$ cat src/rtl/fault_mon_pkg.sv
// Shared types and constants for the multi-channel fault monitor.
// Holds the channel state encoding, handy fp32 literals and the default parameter values.
package fault_mon_pkg;

  typedef enum logic [1:0] {
    ST_NORMAL   = 2'd0,
    ST_WARNING  = 2'd1,
    ST_FAULT    = 2'd2,
    ST_SHUTDOWN = 2'd3
  } ch_state_e;

  localparam logic [31:0] FP_5_0 = 32'h40A0_0000;
  localparam logic [31:0] FP_2_0 = 32'h4000_0000;
  localparam logic [31:0] FP_0_1 = 32'h3DCC_CCCD;

  localparam int DEF_NCH          = 4;
  localparam int DEF_WARN_CNT     = 3;
  localparam int DEF_SHDN_CNT     = 4;
  localparam int DEF_RECOV_CNT    = 8;
  localparam int DEF_AUTO_RECOVER = 0;

  function automatic int max3(input int a, input int b, input int c);
    int m;
    m = (a > b) ? a : b;
    return (m > c) ? m : c;
  endfunction

endpackage

$ cat src/rtl/fp32_cmp.sv
// Combinational IEEE-754 single-precision compare of a against b.
// Signed zeros compare equal; any NaN operand gives unordered with gt=lt=0.
module fp32_cmp (
  input  logic [31:0] a,
  input  logic [31:0] b,
  output logic        gt,
  output logic        lt,
  output logic        unordered
);

  logic        a_nan;
  logic        b_nan;
  logic        both_zero;
  logic [31:0] key_a;
  logic [31:0] key_b;

  assign a_nan     = (&a[30:23]) && (|a[22:0]);
  assign b_nan     = (&b[30:23]) && (|b[22:0]);
  assign both_zero = (a[30:0] == 31'd0) && (b[30:0] == 31'd0);

  // Map sign-magnitude onto a monotonic unsigned key so one compare covers every sign case.
  assign key_a = a[31] ? ~a : {1'b1, a[30:0]};
  assign key_b = b[31] ? ~b : {1'b1, b[30:0]};

  assign unordered = a_nan || b_nan;
  assign gt        = !unordered && !both_zero && (key_a > key_b);
  assign lt        = !unordered && !both_zero && (key_a < key_b);

endmodule

$ cat src/rtl/multi_fault_monitor.sv
// Per-channel fp32 window monitor with NORMAL/WARNING/FAULT/SHUTDOWN escalation,
// registered aggregate flags and first-shutdown channel capture.
//
// state       | meaning
// ------------+------------------------------------------------------------
// ST_NORMAL   | sample inside window, counters idle
// ST_WARNING  | abnormal run started, bad counts toward WARN_CNT
// ST_FAULT    | bad counts toward SHDN_CNT, good counts toward RECOV_CNT
// ST_SHUTDOWN | sticky; left on clear (or RECOV_CNT good samples if AUTO_RECOVER)
module multi_fault_monitor
  import fault_mon_pkg::*;
#(
  parameter int NCH          = DEF_NCH,
  parameter int WARN_CNT     = DEF_WARN_CNT,
  parameter int SHDN_CNT     = DEF_SHDN_CNT,
  parameter int RECOV_CNT    = DEF_RECOV_CNT,
  parameter int AUTO_RECOVER = DEF_AUTO_RECOVER
) (
  input  logic                     clk,
  input  logic                     rst,
  input  logic                     sample_valid,
  input  logic [32*NCH-1:0]        sample,
  input  logic [32*NCH-1:0]        thr_hi,
  input  logic [32*NCH-1:0]        thr_lo,
  input  logic [NCH-1:0]           ch_enable,
  input  logic                     clear,
  output logic                     warning,
  output logic                     fault,
  output logic                     shutdown,
  output logic [2*NCH-1:0]         ch_state,
  output logic [$clog2(NCH)-1:0]   first_ch,
  output logic                     first_valid
);

  localparam int FW = $clog2(NCH);
  localparam int CW = $clog2(max3(WARN_CNT, SHDN_CNT, RECOV_CNT) + 1);

  function automatic logic [CW-1:0] sat_inc(input logic [CW-1:0] v);
    return (&v) ? v : v + CW'(1);
  endfunction

  ch_state_e      st_q   [NCH];
  ch_state_e      st_d   [NCH];
  logic [CW-1:0]  bad_q  [NCH];
  logic [CW-1:0]  bad_d  [NCH];
  logic [CW-1:0]  good_q [NCH];
  logic [CW-1:0]  good_d [NCH];
  logic [NCH-1:0] abn;
  logic [NCH-1:0] ent;
  logic           warn_d, fault_d, shdn_d, fv_d;
  logic [FW-1:0]  first_d;

  for (genvar k = 0; k < NCH; k++) begin : g_cmp
    logic gt_hi, lt_hi, un_hi, gt_lo, lt_lo, un_lo;
    logic ok_hi, ok_lo;

    fp32_cmp u_cmp_hi (
      .a         (sample[32*k +: 32]),
      .b         (thr_hi[32*k +: 32]),
      .gt        (gt_hi),
      .lt        (lt_hi),
      .unordered (un_hi)
    );

    fp32_cmp u_cmp_lo (
      .a         (sample[32*k +: 32]),
      .b         (thr_lo[32*k +: 32]),
      .gt        (gt_lo),
      .lt        (lt_lo),
      .unordered (un_lo)
    );

    // At-limit samples are in range; unordered (NaN) never is.
    assign ok_hi  = lt_hi || !(gt_hi || lt_hi || un_hi);
    assign ok_lo  = gt_lo || !(gt_lo || lt_lo || un_lo);
    assign abn[k] = !(ok_hi && ok_lo);
  end

  always_comb begin
    ent = '0;
    for (int k = 0; k < NCH; k++) begin
      st_d[k]   = st_q[k];
      bad_d[k]  = bad_q[k];
      good_d[k] = good_q[k];
      if (!ch_enable[k]) begin
        st_d[k]   = ST_NORMAL;
        bad_d[k]  = '0;
        good_d[k] = '0;
      end else if (clear && (st_q[k] == ST_SHUTDOWN)) begin
        st_d[k]   = ST_NORMAL;
        bad_d[k]  = '0;
        good_d[k] = '0;
      end else if (sample_valid) begin
        case (st_q[k])
          ST_NORMAL: begin
            if (abn[k]) begin
              st_d[k]  = ST_WARNING;
              bad_d[k] = CW'(1);
            end
          end
          ST_WARNING: begin
            if (!abn[k]) begin
              st_d[k]  = ST_NORMAL;
              bad_d[k] = '0;
            end else if (sat_inc(bad_q[k]) >= CW'(WARN_CNT)) begin
              st_d[k]   = ST_FAULT;
              bad_d[k]  = '0;
              good_d[k] = '0;
            end else begin
              bad_d[k] = sat_inc(bad_q[k]);
            end
          end
          ST_FAULT: begin
            if (abn[k]) begin
              good_d[k] = '0;
              if (sat_inc(bad_q[k]) >= CW'(SHDN_CNT)) begin
                st_d[k]  = ST_SHUTDOWN;
                bad_d[k] = '0;
              end else begin
                bad_d[k] = sat_inc(bad_q[k]);
              end
            end else begin
              bad_d[k] = '0;
              if (sat_inc(good_q[k]) >= CW'(RECOV_CNT)) begin
                st_d[k]   = ST_NORMAL;
                good_d[k] = '0;
              end else begin
                good_d[k] = sat_inc(good_q[k]);
              end
            end
          end
          ST_SHUTDOWN: begin
            if (AUTO_RECOVER != 0) begin
              if (abn[k]) begin
                good_d[k] = '0;
              end else if (sat_inc(good_q[k]) >= CW'(RECOV_CNT)) begin
                st_d[k]   = ST_NORMAL;
                bad_d[k]  = '0;
                good_d[k] = '0;
              end else begin
                good_d[k] = sat_inc(good_q[k]);
              end
            end
          end
          default: st_d[k] = ST_NORMAL;
        endcase
      end
      ent[k] = (st_d[k] == ST_SHUTDOWN) && (st_q[k] != ST_SHUTDOWN);
    end
  end

  always_comb begin
    warn_d  = 1'b0;
    fault_d = 1'b0;
    shdn_d  = 1'b0;
    for (int k = 0; k < NCH; k++) begin
      warn_d  = warn_d  || (st_d[k] == ST_WARNING);
      fault_d = fault_d || (st_d[k] == ST_FAULT);
      shdn_d  = shdn_d  || (st_d[k] == ST_SHUTDOWN);
    end
  end

  // A clear re-arms capture, so an entry on the clearing edge is recorded fresh.
  always_comb begin
    first_d = first_ch;
    fv_d    = first_valid;
    if (clear) begin
      first_d = '0;
      fv_d    = 1'b0;
    end
    if (!fv_d && (|ent)) begin
      fv_d = 1'b1;
      for (int k = NCH - 1; k >= 0; k--) begin
        if (ent[k]) first_d = FW'(k);
      end
    end
  end

  always_ff @(posedge clk or posedge rst) begin
    if (rst) begin
      for (int k = 0; k < NCH; k++) begin
        st_q[k]   <= ST_NORMAL;
        bad_q[k]  <= '0;
        good_q[k] <= '0;
      end
      warning     <= 1'b0;
      fault       <= 1'b0;
      shutdown    <= 1'b0;
      first_ch    <= '0;
      first_valid <= 1'b0;
    end else begin
      for (int k = 0; k < NCH; k++) begin
        st_q[k]   <= st_d[k];
        bad_q[k]  <= bad_d[k];
        good_q[k] <= good_d[k];
      end
      warning     <= warn_d;
      fault       <= fault_d;
      shutdown    <= shdn_d;
      first_ch    <= first_d;
      first_valid <= fv_d;
    end
  end

  always_comb begin
    ch_state = '0;
    for (int k = 0; k < NCH; k++) ch_state[2*k +: 2] = st_q[k];
  end

endmodule

$ cat config.mk
export PLATFORM = sky130hd
export DESIGN_NAME = multi_fault_monitor
export DESIGN_NICKNAME = d
export VERILOG_FILES = /design/src/rtl/fault_mon_pkg.sv /design/src/rtl/fp32_cmp.sv /design/src/rtl/multi_fault_monitor.sv
export SDC_FILE = /design/constraint.sdc
export NUM_CORES = 1
export LEC_CHECK = 0
export CAP_MARGIN = 20
export CORE_MARGIN = 3
export CORE_UTILIZATION = 50
export CTS_BUF_LIST = sky130_fd_sc_hd__clkbuf_4
export DETAILED_ROUTE_END_ITERATION = 16
export PLACE_DENSITY = 0.81
export SYNTH_ARGS = -nofsm -noshare
export SYNTH_HDL_FRONTEND = slang
export SYNTH_SLANG_ARGS = --single-unit
$ cat constraint.sdc
create_clock -name clk -period 3.3 [get_ports clk]
set_clock_uncertainty 0.15 [all_clocks]
set_input_delay 0.495 -clock clk [delete_from_list [all_inputs] [get_ports clk]]
set_output_delay 0.495 -clock clk [all_outputs]
set_load 0.1 [all_outputs]
**Word-level counts from Yosys, hierarchy flattened**

Cells that the tools add are included.

- Bitwise operators: 12
- Equality and inequality tests: 52
- Reductions and logical operators: 180
- Add/sub/neg operators: 8
- Mux-type cells: 136
- Magnitude comparators: 28

Operators with widths:

| kind | count |
|---|---|
| two-way mux 32 bit | 12 |
| inverter 32 bit | 12 |
| zero test 31 bit | 12 |
| OR reduction 23 bit | 12 |
| two-way mux 4 bit | 68 |
| greater-than comparator 32 bit | 8 |
| < comparator 32 bit | 8 |
| AND reduction 8 bit | 12 |
| two-way mux 2 bit | 42 |
| logical AND 1 bit | 57 |
| != test 4 bit (second input constant) | 12 |
| one-hot mux 4 bit (3 select lines) | 4 |
| AND reduction 4 bit | 12 |
| logical OR 1 bit | 41 |
| adder 4 x 1 -> 4 bit (second input constant) | 8 |
| equality test 2 bit (second input constant) | 16 |
| one-hot mux 4 bit (2 select lines) | 4 |
| zero test 1 bit | 25 |
| one-hot mux 2 bit (3 select lines) | 4 |
| != test 5 x 1 -> 1 bit (second input constant) | 4 |
| equality test 2 x 1 -> 1 bit (second input constant) | 8 |
| greater-or-equal comparator 4 x 2 -> 1 bit (second input constant) | 4 |
| greater-or-equal comparator 4 x 3 -> 1 bit (second input constant) | 4 |
| greater-or-equal comparator 4 bit (second input constant) | 4 |
| other kinds (7) | 23 |

- Word-level logic and storage cells: 433
- Flip-flop bits (word level): 46
- Bits of input ports: 392

**Longest topological paths before layout**

Gate-level depths: netlist (run 1).

- Depth after elaboration: 23
- Depth in mapped cells: 14
- Depth with buffers taken out: 12

**Cells and area by module**

A second synthesis (run 1) with hierarchy kept.

- Cell total of the unflattened synthesis: 1871
- Area, all modules: 15172.1 µm²

Modules (own cells, without submodules):

| module | seq. area each (µm²) | cells each | area each (µm²) | instances |
|---|---|---|---|---|
| fp32_cmp | 0.0 | 185 | 1461.4 | 8 |
| multi_fault_monitor | 1151.1 | 391 | 3480.8 | 1 |

**Worst setup path before layout (run 1)**

Ideal clock, no wire load.

- Path kind: input to register
- From: input port sample[31]
- To: register first_ch[1]
- Library setup time: 122 ps
- Data required time: 3028 ps
- Arrival: 3807 ps
- Path slack: -778 ps
- Cell stages on the path: 14
- Cell sequence: clkbuf_1 buf_1 xor2_1 ha_1 nand4_2 or4_1 a311o_1 nand4_2 a211oi_4 o41ai_4 a2bb2oi_2 nor4bb_4 nor2_2 a32o_1

- Cells in the longest elaborated chain, start to end: 19
- Elaborated cells between the ends (all ways): 32
- Classes of those cells: order compare: 4; eq/ne: 1; mux: 10; bitwise: 1; reduce/logical: 16

RTL lines:

| what | RTL line | source |
|---|---|---|
| start, declared | multi_fault_monitor.sv:22 | `input logic [32*NCH-1:0] sample,` |
| inverter 32 bit | fp32_cmp.sv:22 | `assign key_a = a[31] ? ~a : {1'b1, a[30:0]};` |
| two-way mux 32 bit * | fp32_cmp.sv:22 |  |
| greater-than comparator 32 bit / < comparator 32 bit (equally long branches) | fp32_cmp.sv:26, fp32_cmp.sv:27 |  |
| logical AND 1 bit, on equally long branches | fp32_cmp.sv:26, fp32_cmp.sv:27 |  |
| logical OR 1 bit, on equally long branches (2 in a row) | multi_fault_monitor.sv:74, multi_fault_monitor.sv:75 |  |
| zero test 1 bit, on equally long branches | multi_fault_monitor.sv:74, multi_fault_monitor.sv:75 |  |
| logical OR 1 bit, on equally long branches | multi_fault_monitor.sv:74, multi_fault_monitor.sv:75 |  |
| logical AND 1 bit * | multi_fault_monitor.sv:76 | `assign abn[k] = !(ok_hi && ok_lo);` |
| [3 not listed] | -- |  |
| two-way mux 2 bit * | multi_fault_monitor.sv:89 | `end else if (clear && (st_q[k] == ST_SHUTDOWN)) begin` |
| two-way mux 2 bit * | multi_fault_monitor.sv:85 | `if (!ch_enable[k]) begin` |
| equality test 2 bit * | multi_fault_monitor.sv:148 | `ent[k] = (st_d[k] == ST_SHUTDOWN) && (st_q[k] != ST_SHUTDOWN);` |
| logical AND 1 bit * | multi_fault_monitor.sv:148 |  |
| OR reduction 4 bit | multi_fault_monitor.sv:171 | `if (!fv_d && (\|ent)) begin` |
| logical AND 1 bit | multi_fault_monitor.sv:171 |  |
| two-way mux 2 bit * | multi_fault_monitor.sv:171 |  |
| via first_d[1] | multi_fault_monitor.sv:51 | `logic [FW-1:0] first_d;` |
| end signal, assigned | multi_fault_monitor.sv:200 | `first_ch <= first_d;` |
| end, declared | multi_fault_monitor.sv:31 | `output logic [$clog2(NCH)-1:0] first_ch,` |

The timed path passes the listed nets; every way through them passes the cells marked *.
A chain may end at the register's enable or synchronous reset.

**Worst setup path in the final report (run 1)**

- From: input port sample[31]
- To: register warning

- Cells in the longest elaborated chain, start to end: 18
- Elaborated cells between the ends (all ways): 30
- Classes of those cells: order compare: 4; eq/ne: 1; mux: 8; bitwise: 1; reduce/logical: 16

RTL lines:

| what | RTL line | source |
|---|---|---|
| inverter 32 bit | fp32_cmp.sv:22 |  |
| two-way mux 32 bit * | fp32_cmp.sv:22 |  |
| greater-than comparator 32 bit / < comparator 32 bit (equally long branches) | fp32_cmp.sv:26, fp32_cmp.sv:27 |  |
| logical AND 1 bit, on equally long branches | fp32_cmp.sv:26, fp32_cmp.sv:27 |  |
| logical OR 1 bit, on equally long branches (2 in a row) | multi_fault_monitor.sv:74, multi_fault_monitor.sv:75 |  |
| zero test 1 bit, on equally long branches | multi_fault_monitor.sv:74, multi_fault_monitor.sv:75 |  |
| logical OR 1 bit, on equally long branches | multi_fault_monitor.sv:74, multi_fault_monitor.sv:75 |  |
| logical AND 1 bit * | multi_fault_monitor.sv:76 |  |
| two-way mux 2 bit, on equally long branches | multi_fault_monitor.sv:114, multi_fault_monitor.sv:96, multi_fault_monitor.sv:102 |  |
| one-hot mux 2 bit (3 select lines) * | multi_fault_monitor.sv:94 | `case (st_q[k])` |
| two-way mux 2 bit * | multi_fault_monitor.sv:93 | `end else if (sample_valid) begin` |
| two-way mux 2 bit * | multi_fault_monitor.sv:89 |  |
| two-way mux 2 bit * | multi_fault_monitor.sv:85 |  |
| equality test 2 x 1 -> 1 bit * | multi_fault_monitor.sv:157 | `warn_d = warn_d \|\| (st_d[k] == ST_WARNING);` |
| logical OR 1 bit * (3 in a row) | multi_fault_monitor.sv:157 |  |
| via warn_d | multi_fault_monitor.sv:50 | `logic warn_d, fault_d, shdn_d, fv_d;` |
| end signal, assigned | multi_fault_monitor.sv:197 | `warning <= warn_d;` |
| end, declared | multi_fault_monitor.sv:27 | `output logic warning,` |

Marked as above.

==> results of run 1 <==
-- through the flow --
stage / instances / instance area (um2) / TNS (ns) / power, uW / setup WS [ns]
2_1_floorplan: 1647 / 13900 / -2.09 / 2510 / -0.415
3_3_place_gp: 2673 / 20500 / -22.62 / 3940 / -0.789
3_5_place_dp: 2673 / 20500 / -25.61 / 4090 / -0.950
4_1_cts: 2727 / 21500 / -2.53 / 4650 / -0.293
5_1_grt: 2756 / 22900 / -11.10 / 5470 / -0.617
6_report: 2757 / 22900 / -6.45 / 5190 / -0.481
-- final timing paths --
| check | end | depth (start not counted) | slack (ns) | startpoint |
|---|---|---|---|---|
| max in group asynchronous | bad_q[5] | 2 | 1.88 | rst |
| min reg2reg | bad_q[11] | 1 | 0.39 | bad_q[11] |
| min in group asynchronous | ch_state[2] | 2 | 0.51 | rst |
| max reg2reg | first_ch[0] | 11 | -0.05 | ch_state[5] |
| max | warning | 17 | -0.48 | sample[31] |
| min | bad_q[11] | 1 | 0.39 | bad_q[11] |
-- metal layers --
metal | track usage, % | up-vias | wire length (um)
met4 | 18.5 | 0 | 5230
li1 | - | 7678 | -
met5 | 0 | - | 0
met2 | 67.8 | 1331 | 30800
met3 | 5.64 | 458 | 5740
met1 | 41.7 | 8197 | 22000
-- Yosys cell counts (all sizes together) (5+ instances only) --
cell / count
o31ai: 10
a211oi: 9
mux2i: 10
or4: 5
a21o: 30
a21oi: 120
xor2: 130
nand4: 91
clkbuf: 28
nand2b: 5
o21ai: 59
and3: 8
and4: 7
xnor2: 246
o21a: 8
a2111oi: 5
nor4: 99
and2: 11
nor2b: 18
nor2: 64
buf: 24
a221o: 6
o211ai: 19
inv: 31
nor3: 31
o2111ai: 5
dfrtp: 46
a21boi: 6
a31oi: 15
or2b: 5
nand2: 107
nor3b: 5
ha: 284
nand3: 43
-- area by class of cell --
type                    instances  area share, %
well taps                     335           1.83
diodes                          2         0.0218
repair buffers                817           33.1
multi-input cells            1518           59.2
flip-flops and latches         46           5.02
clock buffers                   6          0.196
inverters                      31          0.507
clock inverters                 2          0.164
-- worst register-to-register path: cells and delay by family (launching register included) --
kind | cells | cell delay [ns]
AOI/OAI and AO/OA | 5 | 1.34
and+or+nand+nor | 3 | 0.66
DFF | 1 | 0.53
adders and majority gates | 1 | 0.32
buffers and inverters | 1 | 0.14
muxes | 1 | 0.14
-- cell families (layout without fill, tap and decap cells) --
family / after synthesis / after routing / synth area share [%]
AND/OR/NAND/NOR: 516 / 516 / 21.0
AO/OA/AOI/OAI: 329 / 329 / 16.0
buffers and inverters: 83 / 856 / 2.32
other: 0 / 2 / 0
adder cells (fa/ha/maj): 284 / 284 / 26.5
XOR/XNOR: 376 / 376 / 24.5
flip-flops: 46 / 46 / 8.58
multiplexers: 13 / 13 / 0.998
-- flip-flops by register name, indices dropped and copies added (netlist names) --
signal	count
shutdown	1
first_ch	2
ch_state	8
warning	1
fault	1
first_valid	1
bad_q	16
good_q	16
-- power by group through the flow --
stage,combinational [uW],sequential (uW),clock (uW)
2_1_floorplan,1760,744,0
3_3_place_gp,3310,635,0
3_5_place_dp,3450,636,0
4_1_cts,3660,626,365
5_1_grt,4450,633,390
6_report,4190,628,369
-- repair_timing --
action	CTS	global route
setup endpoints to repair	37	41
gates cloned	2	1
setup buffers	45	28
pin swaps	131	145
gates resized for setup	239	248
==> reports/metrics.csv, run 1 <==
stage,metric,value,unit
power_and_ir_drop,irDropWorstVdd,0.000187,V
timing,finalHoldViolCount,0,
power_and_ir_drop,switching_share,46.0,%
global_route,track_usage,37.0,%
power_and_ir_drop,powerDensity,226,mW/mm2
power_and_ir_drop,power.leakage,0.0106,uW
timing,period_share,115,%
clock_tree,clk_pin_slew,0.15,ns
clock_tree,cts_tree,built,
critical_path,path_class,in -> reg,
routing,routedWlPerCell,23.1,um
die,core-area,0.0262,mm2
yosys,yosys-top-cells-area,"ha_1, xnor2_1, dfrtp_1, xor2_1, nor4_1",
clock_tree,clock_path_buffers,2,
critical_path,crit_arrival,3.85,ns
global_route,antenna_found_initial,1,
clock_tree,htreeDepth,2,
routing,antenna_left,0,
yosys,async_flop_share,100,%
final_layout,multi_input_area,0.0136,mm2
power_and_ir_drop,clkPwrFrac,7.1,%
place,port_buffers,405,
final_layout,drive_gt1_share,28.1,%
routing,vias,17700,
yosys,syn_area,0.0134,mm2
clock_tree,cts_buffers,5,
timing,worst_hold_slack,0.389,ns
global_route,overflow,0,
timing,finalMaxSlewViolations,0,
clock_tree,holdBufCountCts,0,
worst_hold_path,hp-class,reg -> reg,
timing,slew_headroom,34.2,%
status,status,finished with violations,
die,initial_core_util,51.2,%
place,place.gp.congestion,0.999,
clock_tree,clock_latency,0.38,ns
global_route,grt_max_degree,47,
die,die_area,0.0288,mm2
yosys,syn_inst,1647,
timing,rsz0062_at_grt,true,
final_layout,seq_area,0.00115,mm2
yosys,synth_top_area_share,26.5,%
global_route,grt_pass1_wl,87.3,mm
timing,period_needed,3.78,ns
critical_path,crit_slowest_cell,o41ai_4,
routing,drtIter0Drc,1586,
yosys,synthesis.nets,2323,
critical_path,startpoint_type,primary input,
die,rows,59,
global_route,grt_pass1_vias,17500,
critical_path,crit_path_end_kind,register,
clock_tree,cts-root-buf,clkbuf_4,
power_and_ir_drop,power.switching,2390,uW
critical_path,critical_path_required,3.37,ns
routing,routed_wl,63.7,mm
yosys,synth_ff_type,dfrtp_1,
timing,setup_viol,33,
critical_path,path_cells,"buf_12, buf_12, buf_6, xor2_2, buf_4, ha_1, a21oi_1, o21ai_1, a22oi_1, o211ai_1, o21a_4, o41ai_4, a2bb2oi_4, buf_6, buf_4, a21oi_2, o211ai_1",
timing,max_freq,265,MHz
yosys,synth.largest_area_cell,ha_1,
final_layout,fillers,1307,
final_layout,areaGrowthSynthToFinish,71.0,%
yosys,synth.distinct_cells,81,
power_and_ir_drop,seqPwrFrac,12.1,%
final_layout,nets,3095,
routing,post-route-drc-count,0,
die,die_x,170,um
yosys,synth_edf_count,0,
timing,worst_pin_slew,0.986,ns
die,io_pins,406,
die,fp.dieH,170,um
critical_path,max_stage_delay,0.36,ns
final_layout,final_cell_mix,"buf_4, ha_1, xnor2_1",
yosys,ys_ff_latch,46,
final_layout,final_util,87.6,%
yosys,yosysWarnings,0,
power_and_ir_drop,combPwrFrac,80.8,%
timing,fin_ws,-0.481,ns
critical_path,crit_fanout,5,
yosys,syn_avg_cell_area,8.15,um2
critical_path,critPathBufInv,6,
routing,drt_pass1_iterations,6,
run,cap_violations,0,
status,violations,setup timing,
power_and_ir_drop,p_int,2800,uW
critical_path,path_delay_family,compound AO/OA/AOI/OAI gates,
routing,viasPerCell,6.41,
place,post-dp-hpwl,45.1,mm
yosys,yosysSeqAreaShare,8.58,%
clock_tree,cts.sink_count,46,
final_layout,final_common_cell,buf_4,
Power figures use the tool's default switching activity.
==> run 2: changes to the inputs <==
--- a/config.mk
+++ b/config.mk
@@ -10,6 +10,7 @@
 export CORE_UTILIZATION = 50
 export CTS_BUF_LIST = sky130_fd_sc_hd__clkbuf_4
 export DETAILED_ROUTE_END_ITERATION = 16
+export GPL_TIMING_DRIVEN = 0
 export PLACE_DENSITY = 0.81
 export SYNTH_ARGS = -nofsm -noshare
 export SYNTH_HDL_FRONTEND = slang
==> reports/metrics.csv, run 2 (synthesis results as in run 1) <==
stage,metric,value,unit
timing,rsz0062_at_grt,true,
routing,routedWlPerCell,23.5,um
timing,max_freq,266,MHz
clock_tree,cts-root-buf,clkbuf_4,
global_route,overflow,0,
critical_path,r2r_start,ch_state[5],
die,die_area,0.0288,mm2
power_and_ir_drop,power.switching,2280,uW
power_and_ir_drop,clkPwrFrac,7.5,%
clock_tree,htreeDepth,2,
die,core-area,0.0262,mm2
timing,period_needed,3.76,ns
power_and_ir_drop,irDropWorstVdd,0.000217,V
power_and_ir_drop,seqPwrFrac,12.8,%
power_and_ir_drop,combPwrFrac,79.7,%
timing,worst_pin_slew,1.08,ns
place,post-dp-hpwl,42.2,mm
die,rows,59,
routing,post-route-drc-count,0,
final_layout,final_common_cell,ha_1,
clock_tree,clock_latency,0.38,ns
global_route,grt_pass1_vias,15600,
place,place.gp.congestion,0.982,
routing,drt_pass1_iterations,6,
worst_hold_path,hp-class,in -> async,
power_and_ir_drop,p_int,2620,uW
critical_path,crit_fanout,4,
die,fp.dieH,170,um
critical_path,critical_path_required,3.43,ns
critical_path,r2r_cells,11,
timing,setup_viol,28,
power_and_ir_drop,powerDensity,221,mW/mm2
routing,antenna_left,0,
final_layout,drive_gt1_share,21.5,%
die,initial_core_util,51.2,%
timing,finalMaxSlewViolations,0,
routing,drtIter0Drc,1453,
final_layout,areaGrowthSynthToFinish,65.1,%
global_route,antenna_found_initial,8,
clock_tree,clock_path_buffers,2,
critical_path,timing.rr.end,first_ch[0],
clock_tree,holdBufCountCts,0,
critical_path,path_class,in -> reg,
place,dp_slack,-1.39,ns
critical_path,startpoint,thr_hi[37],
timing,finalHoldViolCount,0,
place,port_buffers,401,
critical_path,crit_path_end_kind,register,
critical_path,rrSetupSlack,0.10,ns
die,die_x,170,um
clock_tree,cts.sink_count,46,
clock_tree,cts_tree,built,
timing,slew_headroom,27.7,%
timing,fin_ws,-0.460,ns
global_route,track_usage,34.2,%
global_route,grt_max_degree,39,
clock_tree,cts_buffers,5,
run,cap_violations,0,
clock_tree,clk_pin_slew,0.13,ns
die,io_pins,406,
routing,viasPerCell,6.39,
status,status,finished with violations,
power_and_ir_drop,switching_share,46.6,%
final_layout,final_cell_mix,"ha_1, xnor2_1, clkdlybuf4s50_1",
power_and_ir_drop,power.leakage,0.0103,uW
routing,routed_wl,59.0,mm
status,violations,setup timing,
critical_path,crit_arrival,3.89,ns
timing,period_share,114,%
global_route,grt_pass1_wl,80.2,mm
place,dp_cells,2384,
final_layout,final_cells,2506,
routing,vias,16000,
final_layout,nets,2836,
critical_path,startpoint_type,primary input,
## run 2: changes by cell type in the layout (fill, tap and decap cells not counted), sizes merged
| cell | previous run | this run |
|---|---|---|
| clkdlybuf4s50 | 186 | 167 |
| dlygate4sd2 | 112 | 68 |
| clkbuf | 11 | 38 |
| clkdlybuf4s15 | 0 | 1 |
| diode | 2 | 10 |
| clkinvlp | 1 | 0 |
| buf | 436 | 136 |
| dlymetal6s2s | 78 | 155 |
## run 2: critical path, stage by stage
cell	delay, ns
clkdlybuf4s50_1	0.48
nor4_1	0.71
nand2_1	0.13
o21ai_0	0.42
nand3_1	0.25
a21oi_4	0.29
a31o_4	0.20
nand3_2	0.10
a2111oi_4	0.45
o21ai_1	0.13
a32o_1	0.21
## run 2: per-stage QoR
step                instance area [um2]  util [%]  hold WS [ns]  setup TNS, ns  power (uW)
global placement                  18300      69.8         0.343         -42.95        3540
finish                            22200      84.6         0.250          -5.97        4900
CTS                               19900      75.8         0.233          -3.29        4300
floorplan                         13900         -         0.320          -2.09        2510
global route                      22200      84.6         0.242          -9.47        5210
detailed placement                18300      69.9         0.350         -45.47        3630
## run 2: worst max-delay path by stage
stage	endpoint	slack, ns	cells past startpoint
floorplan	first_ch[1]	-0.41	14
global placement	first_ch[0]	-1.30	15
detailed placement	good_q[14]	-1.39	15
CTS	first_ch[1]	-0.38	15
global route	first_ch[1]	-0.68	11
finish	first_ch[1]	-0.46	11
## run 2: layout make-up
cell class | instances | area, um2
Tap cell | 335 | 419
Buffer | 50 | 863
Timing Repair Buffer | 508 | 5340
Multi-Input combinational cell | 1518 | 14200
Clock buffer | 7 | 52.6
Fill cell | 1417 | 4050
Antenna cell | 10 | 25.0
Inverter | 31 | 116
Clock inverter | 1 | 30.0
Sequential cell | 46 | 1150
## run 2: metal layers
metal	vias up	GRT usage, %	wire (um)
li1	7136	-	-
met1	7612	40.7	21600
met2	978	61.7	28800
met3	285	4.51	4650
met4	0	14.8	3900
met5	-	0	0
## run 2: power groups by stage
stage | registers (uW) | logic, uW | clock network, uW
2_1_floorplan | 744 | 1760 | 0
3_3_place_gp | 633 | 2910 | 0
3_5_place_dp | 636 | 3000 | 0
4_1_cts | 626 | 3290 | 375
5_1_grt | 631 | 4180 | 397
6_report | 627 | 3900 | 369
## run 2: timing repair
| item | CTS | global route |
|---|---|---|
| setup buffers | 52 | 43 |
| setup endpoints to repair | 46 | 41 |
| pin swaps | 107 | 188 |
| cloned | 4 | 8 |
| resized for setup | 296 | 411 |
